==> src/rtl/pio_btn_debounced_pkg.sv <==
// pio_btn_pkg: shared definitions for the debounced button PIO.
//   - register addresses for the Avalon-MM register map
//   - debounce FSM state type
//   - cnt_width(): width of a counter that must hold 0..n
package pio_btn_pkg;

    localparam logic [2:0] ADDR_DATA = 3'd0;
    localparam logic [2:0] ADDR_RISE = 3'd1;
    localparam logic [2:0] ADDR_MASK = 3'd2;
    localparam logic [2:0] ADDR_EDGE = 3'd3;
    localparam logic [2:0] ADDR_FALL = 3'd4;
    localparam logic [2:0] ADDR_RAW  = 3'd5;

    typedef enum logic {
        DEB_STABLE,
        DEB_COUNTING
    } deb_state_e;

    function automatic int cnt_width(input int n);
        return (n < 1) ? 1 : $clog2(n + 1);
    endfunction

endpackage

==> src/rtl/pio_btn_debounced_if.sv <==
// pio_btn_debounced_if: Avalon-MM slave bus of the button PIO.
//   address[2:0], chipselect, write_n, writedata[WIDTH] : master -> slave
//   readdata[WIDTH] (registered), irq (level)           : slave -> master
interface pio_btn_debounced_if #(
    parameter int WIDTH = 3
);
    logic [2:0]       address;
    logic             chipselect;
    logic             write_n;
    logic [WIDTH-1:0] writedata;
    logic [WIDTH-1:0] readdata;
    logic             irq;

    modport master (
        output address, chipselect, write_n, writedata,
        input  readdata, irq
    );

    modport slave (
        input  address, chipselect, write_n, writedata,
        output readdata, irq
    );
endinterface

==> src/rtl/pio_btn_debounced_debounce_ch.sv <==
// pio_btn_debounce_ch: one input channel -- synchroniser chain followed by
// a counter-based debounce FSM.
//   clk, reset_n : clock, asynchronous active-low reset
//   pin          : raw asynchronous input
//   sync_out     : last synchroniser stage (only with PIO_BTN_RAW_READ_EN)
//   deb          : debounced level
module pio_btn_debounce_ch
    import pio_btn_pkg::*;
#(
    parameter int SYNC_STAGES = 2,
    parameter int DEB_CYCLES  = 50000
) (
    input  logic clk,
    input  logic reset_n,
    input  logic pin,
`ifdef PIO_BTN_RAW_READ_EN
    output logic sync_out,
`endif
    output logic deb
);
    localparam int            CW       = cnt_width(DEB_CYCLES);
    localparam logic [CW-1:0] CNT_LAST = CW'(DEB_CYCLES - 1);

    logic [SYNC_STAGES-1:0] sync_q;
    logic                   sync_in;
    deb_state_e             state;
    logic [CW-1:0]          cnt;

    always_ff @(posedge clk or negedge reset_n) begin
        if (!reset_n) sync_q <= '0;
        else          sync_q <= {sync_q[SYNC_STAGES-2:0], pin};
    end

    assign sync_in = sync_q[SYNC_STAGES-1];
`ifdef PIO_BTN_RAW_READ_EN
    assign sync_out = sync_in;
`endif

    // The clock that first sees sync_in != deb counts as stable clock 1, so
    // deb takes the new level DEB_CYCLES clocks after it reaches sync_in.
    // Any return to the old level before then discards the run.
    always_ff @(posedge clk or negedge reset_n) begin
        if (!reset_n) begin
            state <= DEB_STABLE;
            cnt   <= '0;
            deb   <= 1'b0;
        end else begin
            case (state)
                DEB_STABLE: begin
                    if (sync_in != deb) begin
                        if (DEB_CYCLES == 1) begin
                            deb <= sync_in;
                        end else begin
                            state <= DEB_COUNTING;
                            cnt   <= CW'(1);
                        end
                    end
                end
                DEB_COUNTING: begin
                    if (sync_in == deb) begin
                        state <= DEB_STABLE;
                        cnt   <= '0;
                    end else if (cnt == CNT_LAST) begin
                        deb   <= sync_in;
                        state <= DEB_STABLE;
                        cnt   <= '0;
                    end else begin
                        cnt <= cnt + CW'(1);
                    end
                end
                default: begin
                    state <= DEB_STABLE;
                    cnt   <= '0;
                end
            endcase
        end
    end

endmodule

==> src/rtl/pio_btn_debounced.sv <==
// pio_btn_debounced: Avalon-MM input PIO for buttons/switches with per-channel
// synchronisation, debounce, per-bit rise/fall edge capture (W1C) and a
// masked level IRQ.
//   clk, reset_n : clock, asynchronous active-low reset
//   bus          : Avalon slave (address, chipselect, write_n, writedata,
//                  readdata registered 1 cycle, irq)
//   in_port      : raw asynchronous pins
// Register map: 0 data (RO), 1 rise_en, 2 irq_mask, 3 edge_capture (W1C),
// 4 fall_en, 5 raw synchronised inputs when PIO_BTN_RAW_READ_EN is defined
// (otherwise reads 0 like any unmapped address).
module pio_btn_debounced
    import pio_btn_pkg::*;
#(
    parameter int WIDTH       = 3,
    parameter int SYNC_STAGES = 2,
    parameter int DEB_CYCLES  = 50000
) (
    input  logic                   clk,
    input  logic                   reset_n,
    pio_btn_debounced_if.slave     bus,
    input  logic [WIDTH-1:0]       in_port
);
    logic [WIDTH-1:0] deb, deb_d;
    logic [WIDTH-1:0] rise_en, fall_en, irq_mask, edge_capture;
    logic [WIDTH-1:0] edge_detect, w1c, rd_mux;
    logic             wr;
`ifdef PIO_BTN_RAW_READ_EN
    logic [WIDTH-1:0] sync_in;
`endif

    for (genvar i = 0; i < WIDTH; i++) begin : g_ch
        pio_btn_debounce_ch #(
            .SYNC_STAGES (SYNC_STAGES),
            .DEB_CYCLES  (DEB_CYCLES)
        ) u_ch (
            .clk      (clk),
            .reset_n  (reset_n),
            .pin      (in_port[i]),
`ifdef PIO_BTN_RAW_READ_EN
            .sync_out (sync_in[i]),
`endif
            .deb      (deb[i])
        );
    end

    assign wr          = bus.chipselect & ~bus.write_n;
    assign w1c         = (wr && bus.address == ADDR_EDGE) ? bus.writedata : '0;
    assign edge_detect = (deb & ~deb_d & rise_en) | (~deb & deb_d & fall_en);
    assign bus.irq     = |(edge_capture & irq_mask);

    always_comb begin
        rd_mux = '0;
        case (bus.address)
            ADDR_DATA: rd_mux = deb;
            ADDR_RISE: rd_mux = rise_en;
            ADDR_MASK: rd_mux = irq_mask;
            ADDR_EDGE: rd_mux = edge_capture;
            ADDR_FALL: rd_mux = fall_en;
`ifdef PIO_BTN_RAW_READ_EN
            ADDR_RAW:  rd_mux = sync_in;
`endif
            default:   rd_mux = '0;
        endcase
    end

    always_ff @(posedge clk or negedge reset_n) begin
        if (!reset_n) begin
            deb_d        <= '0;
            rise_en      <= '1;
            fall_en      <= '0;
            irq_mask     <= '0;
            edge_capture <= '0;
            bus.readdata <= '0;
        end else begin
            deb_d <= deb;
            if (wr && bus.address == ADDR_RISE) rise_en  <= bus.writedata;
            if (wr && bus.address == ADDR_FALL) fall_en  <= bus.writedata;
            if (wr && bus.address == ADDR_MASK) irq_mask <= bus.writedata;
            // Set is OR-ed in after the clear so a same-cycle edge survives.
            edge_capture <= (edge_capture & ~w1c) | edge_detect;
            bus.readdata <= rd_mux;
        end
    end

endmodule

==> src/flat_wrapper.sv <==
// flat-port wrapper written by rule: the top's interface ports become plain ports
module pio_btn_debounced_flat import pio_btn_pkg::*;
#(
    parameter int WIDTH       = 3,
    parameter int SYNC_STAGES = 2,
    parameter int DEB_CYCLES  = 50000
)
  (clk, reset_n, in_port, bus_address, bus_chipselect, bus_write_n, bus_writedata, bus_readdata, bus_irq);
  pio_btn_debounced_if #(.WIDTH(WIDTH)) bus_i ();
  input  logic clk;
  input  logic reset_n;
  input  logic [WIDTH-1:0] in_port;
  input wire logic [$bits(bus_i.address)-1:0] bus_address;
  input wire logic [$bits(bus_i.chipselect)-1:0] bus_chipselect;
  input wire logic [$bits(bus_i.write_n)-1:0] bus_write_n;
  input wire logic [$bits(bus_i.writedata)-1:0] bus_writedata;
  output wire logic [$bits(bus_i.readdata)-1:0] bus_readdata;
  output wire logic [$bits(bus_i.irq)-1:0] bus_irq;
  assign bus_i.address = bus_address;
  assign bus_i.chipselect = bus_chipselect;
  assign bus_i.write_n = bus_write_n;
  assign bus_i.writedata = bus_writedata;
  assign bus_readdata = bus_i.readdata;
  assign bus_irq = bus_i.irq;
  pio_btn_debounced #(.WIDTH(WIDTH), .SYNC_STAGES(SYNC_STAGES), .DEB_CYCLES(DEB_CYCLES)) u_core (.clk(clk), .reset_n(reset_n), .bus(bus_i), .in_port(in_port));
endmodule
==> config.mk <==
export PLATFORM = sky130hd
export DESIGN_NAME = pio_btn_debounced_flat
export DESIGN_NICKNAME = d
export VERILOG_FILES = /design/src/rtl/pio_btn_debounced_pkg.sv /design/src/rtl/pio_btn_debounced_if.sv /design/src/rtl/pio_btn_debounced_debounce_ch.sv /design/src/rtl/pio_btn_debounced.sv /design/src/flat_wrapper.sv
export SDC_FILE = /design/constraint.sdc
export NUM_CORES = 1
export LEC_CHECK = 0
export BUFFER_PORTS_ARGS = -buffer_cell sky130_fd_sc_hd__buf_4
export CAP_MARGIN = 5
export CORE_ASPECT_RATIO = 0.75
export CORE_UTILIZATION = 30
export CTS_CLUSTER_SIZE = 24
export DETAILED_ROUTE_END_ITERATION = 10
export PLACE_DENSITY_LB_ADDON = 0.05
export SYNTH_ARGS = -nofsm -noshare
export SYNTH_HDL_FRONTEND = slang
export SYNTH_HIERARCHICAL = 1
export SYNTH_SLANG_ARGS = --single-unit
==> constraint.sdc <==
create_clock -name clk -period 2.67 [get_ports clk]
set_clock_uncertainty 0.2 [all_clocks]
set_input_delay 0.267 -clock clk [delete_from_list [all_inputs] [get_ports clk]]
set_output_delay 0.267 -clock clk [all_outputs]
set_load 0.05 [all_outputs]
# Word-level counts from Yosys, hierarchy flattened

Index checks and enable logic that the tools add are counted.
Widths: inputs -> output; s select.

Add/sub/neg operators: 3
Multiply operators: 0
Divide/modulo/power cells: 0
Magnitude comparators: 0
Eq/ne operators: 16
Shifts and indexed selects: 0
Muxes and demuxes: 26
Bitwise logic cells: 19
Reductions and logical operators: 9

Operators by type and width:

| operator              | count |
|---|---|
| $mux 16               | 9 |
| $pmux 16 s2           | 3 |
| $add 16x1->16 const B | 3 |
| $eq 16x16->1 const B  | 3 |
| $and 3x3->3           | 6 |
| $pmux 3 s5            | 1 |
| $mux 1                | 9 |
| $not 3->3             | 3 |
| $reduce_and 3->1      | 3 |
| $not 1->1             | 7 |
| $eq 3x2->1 const B    | 2 |
| $ne 2x2->1 const B    | 3 |
| $or 3x3->3            | 2 |
| $pmux 1 s2            | 3 |
| $logic_and 1x1->1     | 4 |
| $eq 1x1->1            | 3 |
| $eq 3x1->1 const B    | 1 |
| $eq 3x3->1 const B    | 1 |
| $logic_not 3->1       | 1 |
| $mux 3                | 1 |
| $ne 1x1->1            | 3 |
| $reduce_or 3->1       | 1 |
| $and 1x1->1           | 1 |

Bits in registers: 78
Latch bits: 0
Memory bits (writable): 0
Memory bits (read-only): 0
Input bits: 13
Word-level logic and storage cells: 91
Memories kept: 0

# Logic depth before layout (Yosys ltp)

Gate-level depths: netlist (run 1).

Word-level depth: 7
Depth in mapped cells: 7
Gate-level depth less buffers: 6

# By module

The synthesis (run 1) kept the hierarchy.

By module, submodules not included:

| module              | times used | cells each | area an instance (µm²) |
|---|---|---|---|
| pio_btn_debounce_ch | 3          | 107        | 1032.2 |
| pio_btn_debounced   | 1          | 69         | 888.4 |

# Worst setup path before layout (run 1)

OpenSTA, ideal clock, no wires.

Path type: register to register
Start: register u_core.g_ch[0].u_ch.cnt[7]
End: register u_core.g_ch[0].u_ch.cnt[10]
Arrival time: 1.811 ns
Slack: 0.534 ns
Cell stages (with the launch flop): 7
Clock period less this slack: 2.136 ns
Cell sequence: dfrtp_1 or4b_1 nor4_4 nor2_2 buf_6 a21oi_1 mux2i_1

Word-level cells in the longest chain between the ends: 4
Elaborated cells between the ends (all ways): 5
Those cells by class: add/sub: 1; eq/ne: 1; mux: 3

RTL lines:

| item                                                 | line                                                                     | text |
|---|---|---|
| start, declared                                      | pio_btn_debounced_debounce_ch.sv:27                                      | `logic [CW-1:0] cnt;` |
| start signal, assigned                               | pio_btn_debounced_debounce_ch.sv:68                                      | `cnt <= cnt + CW'(1);` |
| $add 16x1->16 / $eq 16x16->1 (equally long branches) | pio_btn_debounced_debounce_ch.sv:68, pio_btn_debounced_debounce_ch.sv:63 |  |
| $mux 16 *                                            | pio_btn_debounced_debounce_ch.sv:63                                      | `end else if (cnt == CNT_LAST) begin` |
| $mux 16 *                                            | pio_btn_debounced_debounce_ch.sv:60                                      | `if (sync_in == deb) begin` |
| $pmux 16 s2 *                                        | pio_btn_debounced_debounce_ch.sv:48                                      | `case (state)` |

Every way passes the cells marked *; elsewhere a longest branch is shown, timed or not.
A chain may end at the register's enable or synchronous reset.

# Worst setup path after layout (run 1)

Start: register u_core.g_ch[0].u_ch.cnt[4]
End: register u_core.g_ch[0].u_ch.cnt[15]

The elaborated chain is that of the path after synthesis.

==> results of run 1 <==
## report_power, final
group	internal, mW	leakage (nW)	switching (mW)	total, mW
Sequential	1.25	1.02	0.0494	1.30
Combinational	0.119	0.803	0.158	0.277
Clock	0.851	0.163	0.505	1.36
## Yosys cell counts (all sizes together) (8+ instances only)
master / count / area share
dfrtp: 75 / 0.47
nand2: 43 / 0.041
a31oi: 30 / 0.047
nand3: 24 / 0.030
nor2: 24 / 0.024
o21ai: 23 / 0.029
a21oi: 18 / 0.023
nand4: 15 / 0.024
mux2: 14 / 0.042
inv: 13 / 0.012
buf: 8 / 0.021
## logic make-up (layout without fill, tap and decap cells)
kind of cell               after synthesis  in the layout  share of synthesized area
adders and majority gates                3              3                    0.00942
AOI/OAI and AO/OA                       99             99                      0.157
and+or+nand+nor                        159            159                      0.237
buffers and inverters                   27             65                     0.0389
muxes                                   21             21                     0.0600
xor gates and xnor gates                 3              3                    0.00659
DFF                                     78             78                      0.491
## cell usage in the layout, fill, tap and decap left out, types with 4 or more instances in the layout
cell                            instances
sky130_fd_sc_hd__o21ai_0                8
sky130_fd_sc_hd__or4b_4                 4
sky130_fd_sc_hd__dfrtp_1               75
sky130_fd_sc_hd__a21oi_1               18
sky130_fd_sc_hd__nand4b_1               7
sky130_fd_sc_hd__nand3_1               24
sky130_fd_sc_hd__a22o_1                 6
sky130_fd_sc_hd__dlygate4sd3_1          8
sky130_fd_sc_hd__or4_1                  6
sky130_fd_sc_hd__nor2_1                21
sky130_fd_sc_hd__o21ai_1               15
sky130_fd_sc_hd__clkbuf_16              9
sky130_fd_sc_hd__nand3b_1               5
sky130_fd_sc_hd__inv_1                 13
sky130_fd_sc_hd__nand4_1               15
sky130_fd_sc_hd__nor3_1                 7
sky130_fd_sc_hd__mux2_2                 8
sky130_fd_sc_hd__buf_4                 28
sky130_fd_sc_hd__nand2_1               43
sky130_fd_sc_hd__mux2i_1                7
sky130_fd_sc_hd__a31oi_1               30
## final timing paths
| kind | startpoint | end | slack, ns | depth (start not counted) |
|---|---|---|---|---|
| max in group asynchronous | reset_n | u_core/rise_en[0] | 1.33 | 3 |
| worst max-delay path | u_core/g_ch[0].u_ch/cnt[4] | u_core/g_ch[0].u_ch/cnt[15] | 0.27 | 5 |
| min in group asynchronous | reset_n | u_core/irq_mask[2] | 0.24 | 2 |
| worst max register to register | u_core/g_ch[0].u_ch/cnt[4] | u_core/g_ch[0].u_ch/cnt[15] | 0.27 | 5 |
| worst min register to register | u_core/g_ch[1].u_ch/sync_q[0] | u_core/g_ch[1].u_ch/sync_q[1] | 0.14 | 0 |
| worst min-delay path | bus_address[1] | u_core/bus.readdata[1] | 0.05 | 2 |
## repair_timing
action / 4_1_cts / 5_1_grt
hold buffers: 8 / 0
buffers inserted: 0 / 0
hold endpoints to repair: 43 / 0
## registers in the layout (all words and copies together) (netlist names)
signal	count
u_core/bus.readdata	3
u_core/deb_d	3
u_core/edge_capture	3
u_core/fall_en	3
u_core/g_ch.u_ch/cnt	48
u_core/g_ch.u_ch/deb	3
u_core/g_ch.u_ch/state	3
u_core/g_ch.u_ch/sync_q	6
u_core/irq_mask	3
u_core/rise_en	3
## worst reg2reg max path: stages, from the launching register on
cell and delay [ns]:
sky130_fd_sc_hd__dfrtp_1 0.44, sky130_fd_sc_hd__or4b_1 0.57, sky130_fd_sc_hd__nor4_4 0.44, sky130_fd_sc_hd__nor2_2 0.28, sky130_fd_sc_hd__a41oi_1 0.28, sky130_fd_sc_hd__a31oi_1 0.06
## layer usage
layer / share of wire / track usage / wire, um
met2: 0.40 / 0.221 / 3740
met1: 0.54 / 0.222 / 5020
met4: 0.015 / 0.0493 / 140
met3: 0.039 / 0.0372 / 360
met5: 0 / 0 / 0
## per-stage QoR
stage	setup slack, ns	std cells	hold slack [ns]	area [sq um]	power (mW)
floorplan	0.534	390	-0.229	3990	1.49
global placement	0.374	575	0.0734	4300	1.59
detailed placement	0.286	575	0.0733	4300	1.59
CTS	0.270	599	0.0367	4710	2.99
global route	0.103	599	0.0623	4710	3.07
finish	0.268	599	0.0530	4710	2.93
## layout make-up
type / instances / area, sq um / share of cell area
sequential: 78 / 1960 / 0.415
multi-input combinational: 285 / 1870 / 0.398
timing repair buffer: 36 / 290 / 0.0616
clock buffer: 10 / 239 / 0.0507
tap: 171 / 214 / 0.0454
clock inverter: 6 / 91.3 / 0.0194
inverter: 13 / 48.8 / 0.0104
==> impl.org, run 1 <==
** Pwr
- Cell leakage power :: approximately 2.0 nW
- Pwr/cell area :: 622 nW/um^2
- VDD sags by at most ~0.0003 V.

** Clock network
- Clock transition at path regs :: about 0.060 ns
- The number of gates resized after CTS was 0.
- Clock latency on the worst-skew pair, taken at its later pin, is about 0.34 ns.
- The H-tree was split into 3 levels.
- In this run, CTS created clock tree buffers numbering 9.
- The clock passes through at most 2 buffers.
- Count of clock tree sinks :: just under 80
- CTS Root Cell :: sky130_fd_sc_hd__clkbuf_16
- CTS tree :: built

** Worst setup path
- The largest single stage delay on the critical path is 0.57 ns.
- Data arrives at the worst endpoint at about 2.4 ns.
- For this design, the slowest cell found on the critical path is sky130_fd_sc_hd__or4b_1.
- Crit path kind :: reg -> reg
- The signal on the critical path passes through or4b_1 > nor4_4 > nor2_2 > a41oi_1 > a31oi_1.
- Buf+Inv Stages, Crit Path :: 0
- Crit-path max FO :: 22
- Critical Path End Type :: flip-flop
- STA classifies the critical path startpoint as a flip-flop.
- The cell family contributing the most delay on the critical path is simple AND/OR/NAND/NOR gates.
- Required time reported for the critical path endpoint :: around 2.7 ns

** Synthesis
- In this run the cell area of the synthesized design comes to 3990 sq um.
- Most instantiated flip-flop cell in the synthesis netlist :: sky130_fd_sc_hd__dfrtp_1
- Post-Synthesis Cells :: between 300 and 400
- When the netlist entered floorplanning its net count stood at ~410.
- EDFF count, synth :: 0
- After synthesis the netlist holds a flip-flop and latch count of 78.
- For this run, the register share of the synthesized area comes to 0.491.
- Yosys cell types :: 48
- Fraction of registers with async set/reset :: 1.00
- During synthesis, Yosys emitted a total of 6 warnings.
- A synthesized cell averages between 10 and 15 sq um.

** Cells and area
- Measured on the finished design, the core utilization comes to 0.363.
- Fill cells :: around 1300
- The net count of the finished layout is around 440.
- Number of diodes added for antenna fixing :: 0
- Of the cells placed in the final design, the portion with a size suffix greater than 1 is 0.173.
- Compared with the post-synthesis result, the final layout area differs by 18.3%.

** Floorplanning
- Core ar. :: 13000 sq um
- # IOs :: 17
- Measured along the x axis, the die boundary spans about 140 um.
- For this configuration, the core starts out at a cell density of 0.307.
- The die covers 13800 sq um.
- Number of placement rows :: 36
- The floorplan step set the die height to 102 um.

** Detailed routing
- Post-route ant nets :: 0
- The first detailed-routing pass took 4 iterations.
- DR WL/cell :: ~15 um
- After detailed routing, the number of remaining DRC violations is 0.
- For this block, the routed nets add up to 9270 um of wire.
- In this run, the number of DRC markers left after iteration 0 of detailed routing was roughly 210.
- Total via count in the routed design :: between 3000 and 4000
- After detailed routing, the number of vias per cell comes to between 5 and 6.

** STA
- Worst relative slew slack :: 0.397
- Setup-violating endpoint count in the final report :: 0
- Fin Setup TNS :: 0 ns
- Final clock period utilization by the worst path :: 0.900
- Achievable frequency :: 416 MHz
- Actual transition at the worst max-transition pin :: around 0.90 ns
- Setup repair after global routing left no endpoint under its margin.
- Slew Limit Fails :: 0
- For the finished layout, the period the worst path requires is between 2 and 2.5 ns.
- The hold violation total from the final report came to 0.

** Global routing
- Via count of the first global-routing pass :: ~3100
- The first global-routing pass estimated about 16000 um of wire.
- Global routing finished with a remaining overflow of 0.
- Pin count of the biggest net entering global routing :: 39
- Across every metal layer, demand over resource in global routing totals 0.153.
- Initial antenna violation count :: 0

** Flow run
- Maxcap violations :: 0

** Placement
- The congestion estimate from routability-driven global placement came to around 0.73.
- Number of port buffers :: 16
- Detailed placement finished with a half-perimeter wire length of ~6200 um.

** Outcome
- The flow ran to the end, and the final reports show no timing, DRC or antenna violations.

** Min path
- Worst hold path type :: in -> reg
(Power assumes the default switching activity.)
==> inputs of run 2 (changes only) <==
Clock period 2.67 ns to 2.1 ns, I/O delays scaled along.
==> impl.org, run 2 (synthesized netlist as in run 1, its figures left out) <==
** Outcome
- Status: finished, violations left (was completed).
- The final reports fail on setup timing.

** Cells and area
- Layout cells sized above 1 :: 0.359 (was 0.173)
- Most frequent cells in the layout: 75 x sky130_fd_sc_hd__dfrtp_1, 73 x sky130_fd_sc_hd__buf_4, 39 x sky130_fd_sc_hd__nand2_1, 27 x sky130_fd_sc_hd__a31oi_1, 23 x sky130_fd_sc_hd__nand3_1 (was 75 x sky130_fd_sc_hd__dfrtp_1, 43 x sky130_fd_sc_hd__nand2_1, 30 x sky130_fd_sc_hd__a31oi_1, 28 x sky130_fd_sc_hd__buf_4, 24 x sky130_fd_sc_hd__nand3_1).
- The net total in the final layout is 499 (was 439).
- The most common library cell in the layout ignoring fill and taps was sky130_fd_sc_hd__dfrtp_1 (unchanged).
- The number of flip-flops under the largest register name was 48 (unchanged).
- The largest register by flop count is u_core/g_ch.u_ch/cnt (unchanged).
- The synthesis-to-finish area growth came to 36.3% (was 18.3%).
- The diode insertion count for antenna repair came to 0 (unchanged).
- Largest regs :: u_core/g_ch.u_ch/cnt x48, u_core/g_ch.u_ch/sync_q x6 (unchanged)
- The number of standard cells in the final layout excluding fillers is 659 (was 599).

** Floorplanning
- The initial core utilization is 0.307 (unchanged).
- The number of rows in the core area is 36 (unchanged).
- The boundary pin count is 17 (unchanged).
- Die X-Extent :: 135 um (unchanged)
- The area of the core was 13000 sq um (unchanged).
- The die footprint was 13800 sq um (unchanged).
- Overall die height :: 102 um (unchanged)

** Pwr
- Cell leakage power :: 2.37 nW (was 1.99 nW)
- The total power density per cell area came to 695 nW/um^2 (was 622 nW/um^2).
- Worst IR drop on VDD :: 0.000374 V (was 0.000302 V)
- The total power draw came to 3.77 mW (was 2.93 mW).

** Global routing
- Global router's overall resource usage :: 0.162 (was 0.153)
- The pin count of the biggest net entering global routing was 42 (was 39).
- The leftover overflow at the end of global routing was 0 (unchanged).
- Wire length of the first global-routing pass :: 17100 um (was 16300 um)
- The number of global-route vias before repair was 3261 (was 3115).
- Initial antenna violation count :: 0 (unchanged)

** Detailed routing
- The total via count after detailed routing was 3390 (was 3152).
- Post-route met1 wirelength :: 5670 um (was 5020 um)
- Post-route ant nets :: 0 (unchanged)
- The number of detailed-routing iterations run before antenna repair came to 4 (unchanged).
- The post-detailed-route DRC marker count was 0 (unchanged).
- The average routed wire per standard cell was 15.8 um (was 15.5 um).
- The total length of routed wires came to 10400 um (was 9270 um).
- Routed vias/inst :: 5.14 (was 5.26)
- The highest routing layer actually used is met4 (unchanged).
- Routed wire length on met2 :: 4300 um (was 3740 um)
- The number of design-rule violations left by the first detailed-router iteration came to 212 (was 206).
- Amount of wire on met3 after detailed routing :: 356 um (was 360 um)

** STA
- Final clock period utilization by the worst path :: 1.02 (was 0.900)
- The hold violation total from the final report is 0 (unchanged).
- Setup repair after global routing missed its margin :: yes (was no)
- Setup-violating endpoint count in the final report :: 14 (was 0)
- The max-slew violation count was 0 (unchanged).
- The setup slack of the critical path after layout came to -0.0412 ns (was 0.268 ns).
- Final min period :: 2.14 ns (was 2.40 ns)
- Achievable frequency :: 467 MHz (was 416 MHz)
- Minimum hold slack :: 0.0894 ns (was 0.0530 ns)
- The relative slew slack came to 0.643 (was 0.397).
- Actual transition at the worst max-transition pin :: 0.533 ns (was 0.904 ns)
- The aggregate negative setup slack was -0.246 ns (was 0 ns).

** Placement
- Number of port buffers :: 16 (unchanged)
- The cell total after placement is 622 (was 575).
- The half-perimeter wire length of the detailed placement result is 6830 um (was 6190 um).
- The routability congestion estimate was 0.745 (was 0.735).

** Worst setup path
- The critical-path cell with the highest stage delay is sky130_fd_sc_hd__or4b_4 (was sky130_fd_sc_hd__or4b_1).
- The category of the worst setup path launch point is a flip-flop (unchanged).
- The kind of end point of the critical path is a flip-flop (unchanged).
- Required time reported for the critical path endpoint :: 2.10 ns (was 2.68 ns)
- List of cells traversed by the critical path: or4b_4 > nor4_4 > buf_4 > nor2_4 > buf_6 > a31oi_4 > a31oi_1 (was or4b_1 > nor4_4 > nor2_2 > a41oi_1 > a31oi_1).
- Slowest stage delay, CP :: 0.56 ns (was 0.57 ns)
- The biggest fanout along the worst timing path came to 5 (was 22).
- Buf+Inv Stages, Crit Path :: 2 (was 0)
- The worst setup path category was reg -> reg (unchanged).
- Kind of cell with the highest combined delay on the critical path :: simple AND/OR/NAND/NOR gates (unchanged)
- Worst EP arrival :: 2.15 ns (was 2.41 ns)

** Clock network
- CTS H-tree depth :: 3 (unchanged)
- The clock tree root buffer cell is sky130_fd_sc_hd__clkbuf_16 (unchanged).
- The clock insertion delay at the later pin of the skew report is 0.34 ns (about the same).
- The clock tree from TritonCTS is built (unchanged).
- CTS buffer count :: 9 (unchanged)
- Clock transition at path regs :: 0.07 ns (was 0.06 ns)
- Count of clock tree sinks :: 78 (unchanged)
- The maximum count of clock buffers along a single path is 2 (unchanged).

** Flow run
- Maxcap violations :: 0 (unchanged)

** Min path
- The path type of the worst min-delay path is in -> async (was in -> reg).
## run 2: final cells by class
| class | count | area [sq um] |
|---|---|---|
| Multi-Input combinational cell | 288 | 2120 |
| Clock buffer | 9 | 225 |
| Clock inverter | 7 | 96.3 |
| Fill cell | 1271 | 7540 |
| Timing Repair Buffer | 93 | 769 |
| Sequential cell | 78 | 1960 |
| Inverter | 13 | 48.8 |
| Tap cell | 171 | 214 |
## run 2: worst reg2reg max path, delay by kind of cell, from the launching register on
kind,cells,cell delay (ns)
buf+inv,2,0.33
compound gates,2,0.18
simple gates,3,0.91
flops,1,0.38
## run 2: layer usage
metal / up-vias / GRT usage
li1: 1668 / -
met1: 1666 / 0.237
met2: 49 / 0.237
met3: 7 / 0.0451
met4: 0 / 0.0311
met5: - / 0
## run 2: what timing repair did
| action | in CTS | in global routing |
|---|---|---|
| hold endpoints to repair | 90 | 0 |
| endpoints found under the setup margin | 35 | 50 |
| buffers inserted | 4 | 3 |
| hold buffers | 10 | 0 |
| gates resized for setup | 20 | 31 |
| pin swaps | 11 | 15 |
| cloned | 2 | 3 |
## run 2: path summary, 6_finish.rpt
kind | to | slack [ns] | depth (start not counted) | from
min in group clk | u_core/edge_capture[1] | 0.11 | 3 | bus_write_n
max reg2reg | u_core/g_ch[1].u_ch/cnt[12] | -0.04 | 7 | u_core/g_ch[1].u_ch/cnt[4]
max | u_core/g_ch[1].u_ch/cnt[12] | -0.04 | 7 | u_core/g_ch[1].u_ch/cnt[4]
min reg2reg | u_core/g_ch[1].u_ch/sync_q[1] | 0.14 | 0 | u_core/g_ch[1].u_ch/sync_q[0]
min | u_core/g_ch[2].u_ch/cnt[2] | 0.09 | 2 | reset_n
max in group asynchronous | u_core/rise_en[0] | 1.04 | 3 | reset_n
## run 2: stage by stage
step / util / area [sq um] / worst slack (ns)
CTS: 0.405 / 5260 / -0.0586
finish: 0.419 / 5430 / -0.0412
global route: 0.419 / 5430 / -0.110
detailed placement: 0.364 / 4720 / -0.107
global placement: 0.364 / 4720 / -0.0641
floorplan: - / 4030 / -0.0217
## run 2: power breakdown
part           switching [mW]  internal, mW
Clock                   0.669          1.05
Combinational           0.225         0.188
Sequential             0.0599          1.59
Total                   0.954          2.82
==> inputs of run 3 (changes only) <==
Settings changed: ABC_AREA from default to 1, CORE_MARGIN from default to 3.
==> impl.org, run 3 <==
** Detailed routing
- Post-route ant nets :: 0 (unchanged)
- TritonRoute pass-1 iters :: 4 (unchanged)
- Routed vias/inst :: 4.71 (was 5.14)
- Wirelength, routed :: 10300 um (was 10400 um)
- DR WL/cell :: 12.9 um (was 15.8 um)
- The number of design-rule violations left by the first detailed-router iteration was 245 (was 212).
- The total via count after detailed routing was 3742 (was 3390).
- The post-detailed-route DRC marker count is 0 (unchanged).

** Global routing
- Overflow left after global routing :: 0 (unchanged)
- Initial antenna violation count :: 0 (unchanged)
- Pin count of the biggest net entering global routing :: 41 (was 42)
- Via count of the first global-routing pass :: 3511 (was 3261)
- The overall global routing resource usage came to 0.139 (was 0.162).
- The first-pass GRT wire length came to 17500 um (was 17100 um).

** Synthesis
- Mean cell area of the mapped netlist :: 7.40 sq um (was 10.2 sq um)
- Yosys synthesis warning count :: 6 (unchanged)
- The cell with the most instances after synthesis is sky130_fd_sc_hd__nand2_1 (was sky130_fd_sc_hd__dfrtp_1).
- Ranking of synthesized cells by area: sky130_fd_sc_hd__dfrtp_1 44%, sky130_fd_sc_hd__nand2_1 15%, sky130_fd_sc_hd__nor2_1 7.2% (was sky130_fd_sc_hd__dfrtp_1 47%, sky130_fd_sc_hd__a31oi_1 4.7%, sky130_fd_sc_hd__nand2_1 4.1%).
- The total nets after synthesis was 599 (was 406).
- The area fraction of the dominant cell type after synthesis is 0.435 (was 0.471).
- Ranking of synthesized cells by instance count: 175 x sky130_fd_sc_hd__nand2_1, 83 x sky130_fd_sc_hd__nor2_1, 75 x sky130_fd_sc_hd__dfrtp_1 (was 75 x sky130_fd_sc_hd__dfrtp_1, 43 x sky130_fd_sc_hd__nand2_1, 30 x sky130_fd_sc_hd__a31oi_1).
- EDFF count, synth :: 0 (unchanged)
- Post-Syn Area :: 4310 sq um (was 3990 sq um)
- Top cell type by total area after synthesis :: sky130_fd_sc_hd__dfrtp_1 (unchanged)
- Flip-flop and latch count after synthesis :: 78 (unchanged)
- The sequential share of the synthesized area came to 0.454 (was 0.491).
- The most frequently used flop master after synthesis is sky130_fd_sc_hd__dfrtp_1 (unchanged).
- The post-synthesis cell count came to 583 (was 390).
- Yosys cell types :: 26 (was 48)
- Fraction of registers with async set/reset :: 1.00 (unchanged)

** Flow run
- Maxcap violations :: 0 (unchanged)

** Worst setup path
- The kind of end point of the critical path is a flip-flop (unchanged).
- Worst EP arrival :: 1.91 ns (was 2.15 ns)
- Crit path kind :: reg -> reg (unchanged)
- Required time reported for the critical path endpoint :: 2.16 ns (was 2.10 ns)
- The delay of the slowest cell on the worst path came to 0.46 ns (was 0.56 ns).
- Crit-path max FO :: 9 (was 5)
- The number of buffers and inverters on the critical path came to 2 (unchanged).
- Slowest-stage cell, CP :: sky130_fd_sc_hd__dfrtp_1 (was sky130_fd_sc_hd__or4b_4)
- The kind of cell adding the most delay to the critical path was flip-flops (was simple AND/OR/NAND/NOR gates).
- List of cells traversed by the critical path :: xnor2_1 > inv_1 > nor2_1 > buf_4 > nand2_1 > a21oi_1 (was or4b_4 > nor4_4 > buf_4 > nor2_4 > buf_6 > a31oi_4 > a31oi_1)
- Kind of start point of the critical path :: flip-flop (unchanged)

** Cells and area
- The diode insertion count for antenna repair came to 0 (unchanged).
- The synthesis-to-finish area growth is 16.5% (was 36.3%).
- Number of nets in the layout :: 631 (was 499)
- The final instance area was 5020 sq um (was 5430 sq um).
- The largest register by flop count is u_core/g_ch.u_ch/cnt (unchanged).
- Most frequent cells in the layout: 175 x sky130_fd_sc_hd__nand2_1, 83 x sky130_fd_sc_hd__nor2_1, 75 x sky130_fd_sc_hd__dfrtp_1, 53 x sky130_fd_sc_hd__inv_1, 47 x sky130_fd_sc_hd__nand3_1 (was 75 x sky130_fd_sc_hd__dfrtp_1, 73 x sky130_fd_sc_hd__buf_4, 39 x sky130_fd_sc_hd__nand2_1, 27 x sky130_fd_sc_hd__a31oi_1, 23 x sky130_fd_sc_hd__nand3_1).
- The number of flip-flops under the largest register name came to 48 (unchanged).
- Fill cells :: 1501 (was 1271)
- Largest regs :: u_core/g_ch.u_ch/cnt x48, u_core/g_ch.u_ch/sync_q x6 (unchanged)
- The most common library cell in the layout ignoring fill and taps is sky130_fd_sc_hd__nand2_1 (was sky130_fd_sc_hd__dfrtp_1).
- Layout cells sized above 1 :: 0.113 (was 0.359)

** Clock network
- Count of clock tree sinks :: 78 (unchanged)
- The maximum count of clock buffers along a single path was 2 (unchanged).
- CTS Root Cell :: sky130_fd_sc_hd__clkbuf_16 (unchanged)
- Count of buffers added by post-CTS timing repair for setup :: 0 (was 4)
- CTS H-tree depth :: 3 (unchanged)
- CTS tree :: built (unchanged)
- The clock buffer count from CTS is 9 (unchanged).
- Clock latency reported for the late side of the worst-skew pair :: 0.33 ns (was 0.34 ns)
- The register clock-pin slew on the reported worst setup and hold paths was 0.06 ns (was 0.07 ns).

** Pwr
- Combinational power share :: 0.097 (was 0.109)
- Design internal power :: 2.68 mW (was 2.82 mW)
- The total power density per cell area came to 715 nW/um^2 (was 695 nW/um^2).
- Net switching power :: 0.912 mW (was 0.954 mW)
- Worst IR drop on VDD :: 0.000371 V (was 0.000374 V)
- The leakage dissipation is 2.31 nW (was 2.37 nW).
- Proportion of power drawn by flip-flops and latches :: 0.464 (was 0.436)
- Switching portion of total power :: 0.254 (was 0.253)
- Clk pwr share :: 0.439 (was 0.454)

** STA
- Actual transition at the worst max-transition pin :: 0.569 ns (was 0.533 ns)
- Setup repair after global routing missed its margin: no (was yes).
- The final-report setup violation count is 0 (was 14).
- Final clock period utilization by the worst path :: 0.883 (was 1.02)
- The aggregate negative setup slack is 0 ns (was -0.246 ns).
- The final critical-path required period came to 1.85 ns (was 2.14 ns).
- Slew Limit Fails :: 0 (unchanged)
- The hold violation total from the final report is 0 (unchanged).
- The relative slew slack was 0.621 (was 0.643).
- Achievable frequency :: 539 MHz (was 467 MHz)

** Floorplanning
- The die boundary height is 110 um (was 102 um).
- The number of rows in the core area came to 37 (was 36).
- Die X-Extent :: 144 um (was 135 um)
- Core ar. :: 13900 sq um (was 13000 sq um)
- # IOs :: 17 (unchanged)
- The die footprint was 15900 sq um (was 13800 sq um).
- The initial core utilization was 0.310 (was 0.307).

** Min path
- The path type of the worst min-delay path is in -> reg (was in -> async).

** Placement
- Placer's final routability congestion estimate :: 0.827 (was 0.745)
- The placement-stage cell area was 4660 sq um (was 4720 sq um).
- Number of port buffers :: 16 (unchanged)
- The half-perimeter wire length of the detailed placement result came to 7500 um (was 6830 um).

** Outcome
- Status: completed (was finished, violations left).
[run 3: worst reg2reg max path, delay by kind of cell (launching register included)]
kind            cells  cell delay [ns]
flops               1             0.46
buf+inv             2             0.36
simple gates        2             0.33
xor+xnor            1             0.30
compound gates      1             0.13
[run 3: kinds of logic (layout without fill, tap and decap cells)]
family,Yosys count,count (layout),synth area share
and+or+nand+nor,353,353,0.354
DFF,78,78,0.454
buffers and inverters,70,107,0.0656
AOI/OAI and AO/OA,61,61,0.0813
xor gates and xnor gates,18,18,0.0366
adders and majority gates,3,3,0.00871
[run 3: power by group through the flow]
stage	combinational, mW	sequential (mW)	clock, mW
global placement	0.346	1.69	0
global route	0.402	1.68	1.70
detailed placement	0.346	1.69	0
finish	0.350	1.67	1.57
CTS	0.358	1.66	1.64
floorplan	0.197	1.70	0
[run 3: final timing paths]
check                                         startpoint                            end  slack, ns  cells after the start
setup reg to reg                 u_core/g_ch[0].u_ch/deb    u_core/g_ch[0].u_ch/cnt[14]       0.25                      6
min in group asynchronous                        reset_n    u_core/g_ch[1].u_ch/cnt[13]       0.21                      2
hold / removal                            bus_address[2]         u_core/bus.readdata[1]       0.05                      5
hold reg to reg            u_core/g_ch[2].u_ch/sync_q[0]  u_core/g_ch[2].u_ch/sync_q[1]       0.15                      0
max in group asynchronous                        reset_n         u_core/edge_capture[2]       0.91                      3
setup / recovery                 u_core/g_ch[0].u_ch/deb    u_core/g_ch[0].u_ch/cnt[14]       0.25                      6
[run 3: cell type report]
cell class              instances  area, sq um  area share
well taps                     175          219      0.0436
multi-input cells             435         2070       0.413
flip-flops and latches         78         1960       0.389
clock buffers                  13          250      0.0498
clock inverters                 3         45.0     0.00897
inverters                      62          233      0.0463
repair buffers                 29          248      0.0493
[run 3: repair_timing]
action	CTS	global route
hold buffers	7	0
gates resized for setup	0	0
hold endpoints to repair	45	0
[run 3: metrics by stage]
step	setup slack, ns	util	hold WS [ns]	power, mW	std cells
finish	0.245	0.362	0.0521	3.59	795
global placement	0.232	0.335	0.0465	2.04	772
global route	0.108	0.362	0.0526	3.78	795
CTS	0.240	0.362	0.0376	3.66	795
floorplan	0.605	-	-0.286	1.89	583
detailed placement	0.262	0.335	0.0479	2.04	772
[run 3: per-layer routing]
| metal | share of wire | vias up | GRT usage |
|---|---|---|---|
| met5 | 0 | - | 0 |
| met4 | 0.0083 | 0 | 0.0360 |
| met3 | 0.027 | 6 | 0.0370 |
| met2 | 0.41 | 40 | 0.195 |
| met1 | 0.56 | 1753 | 0.210 |
| li1 | - | 1943 | - |
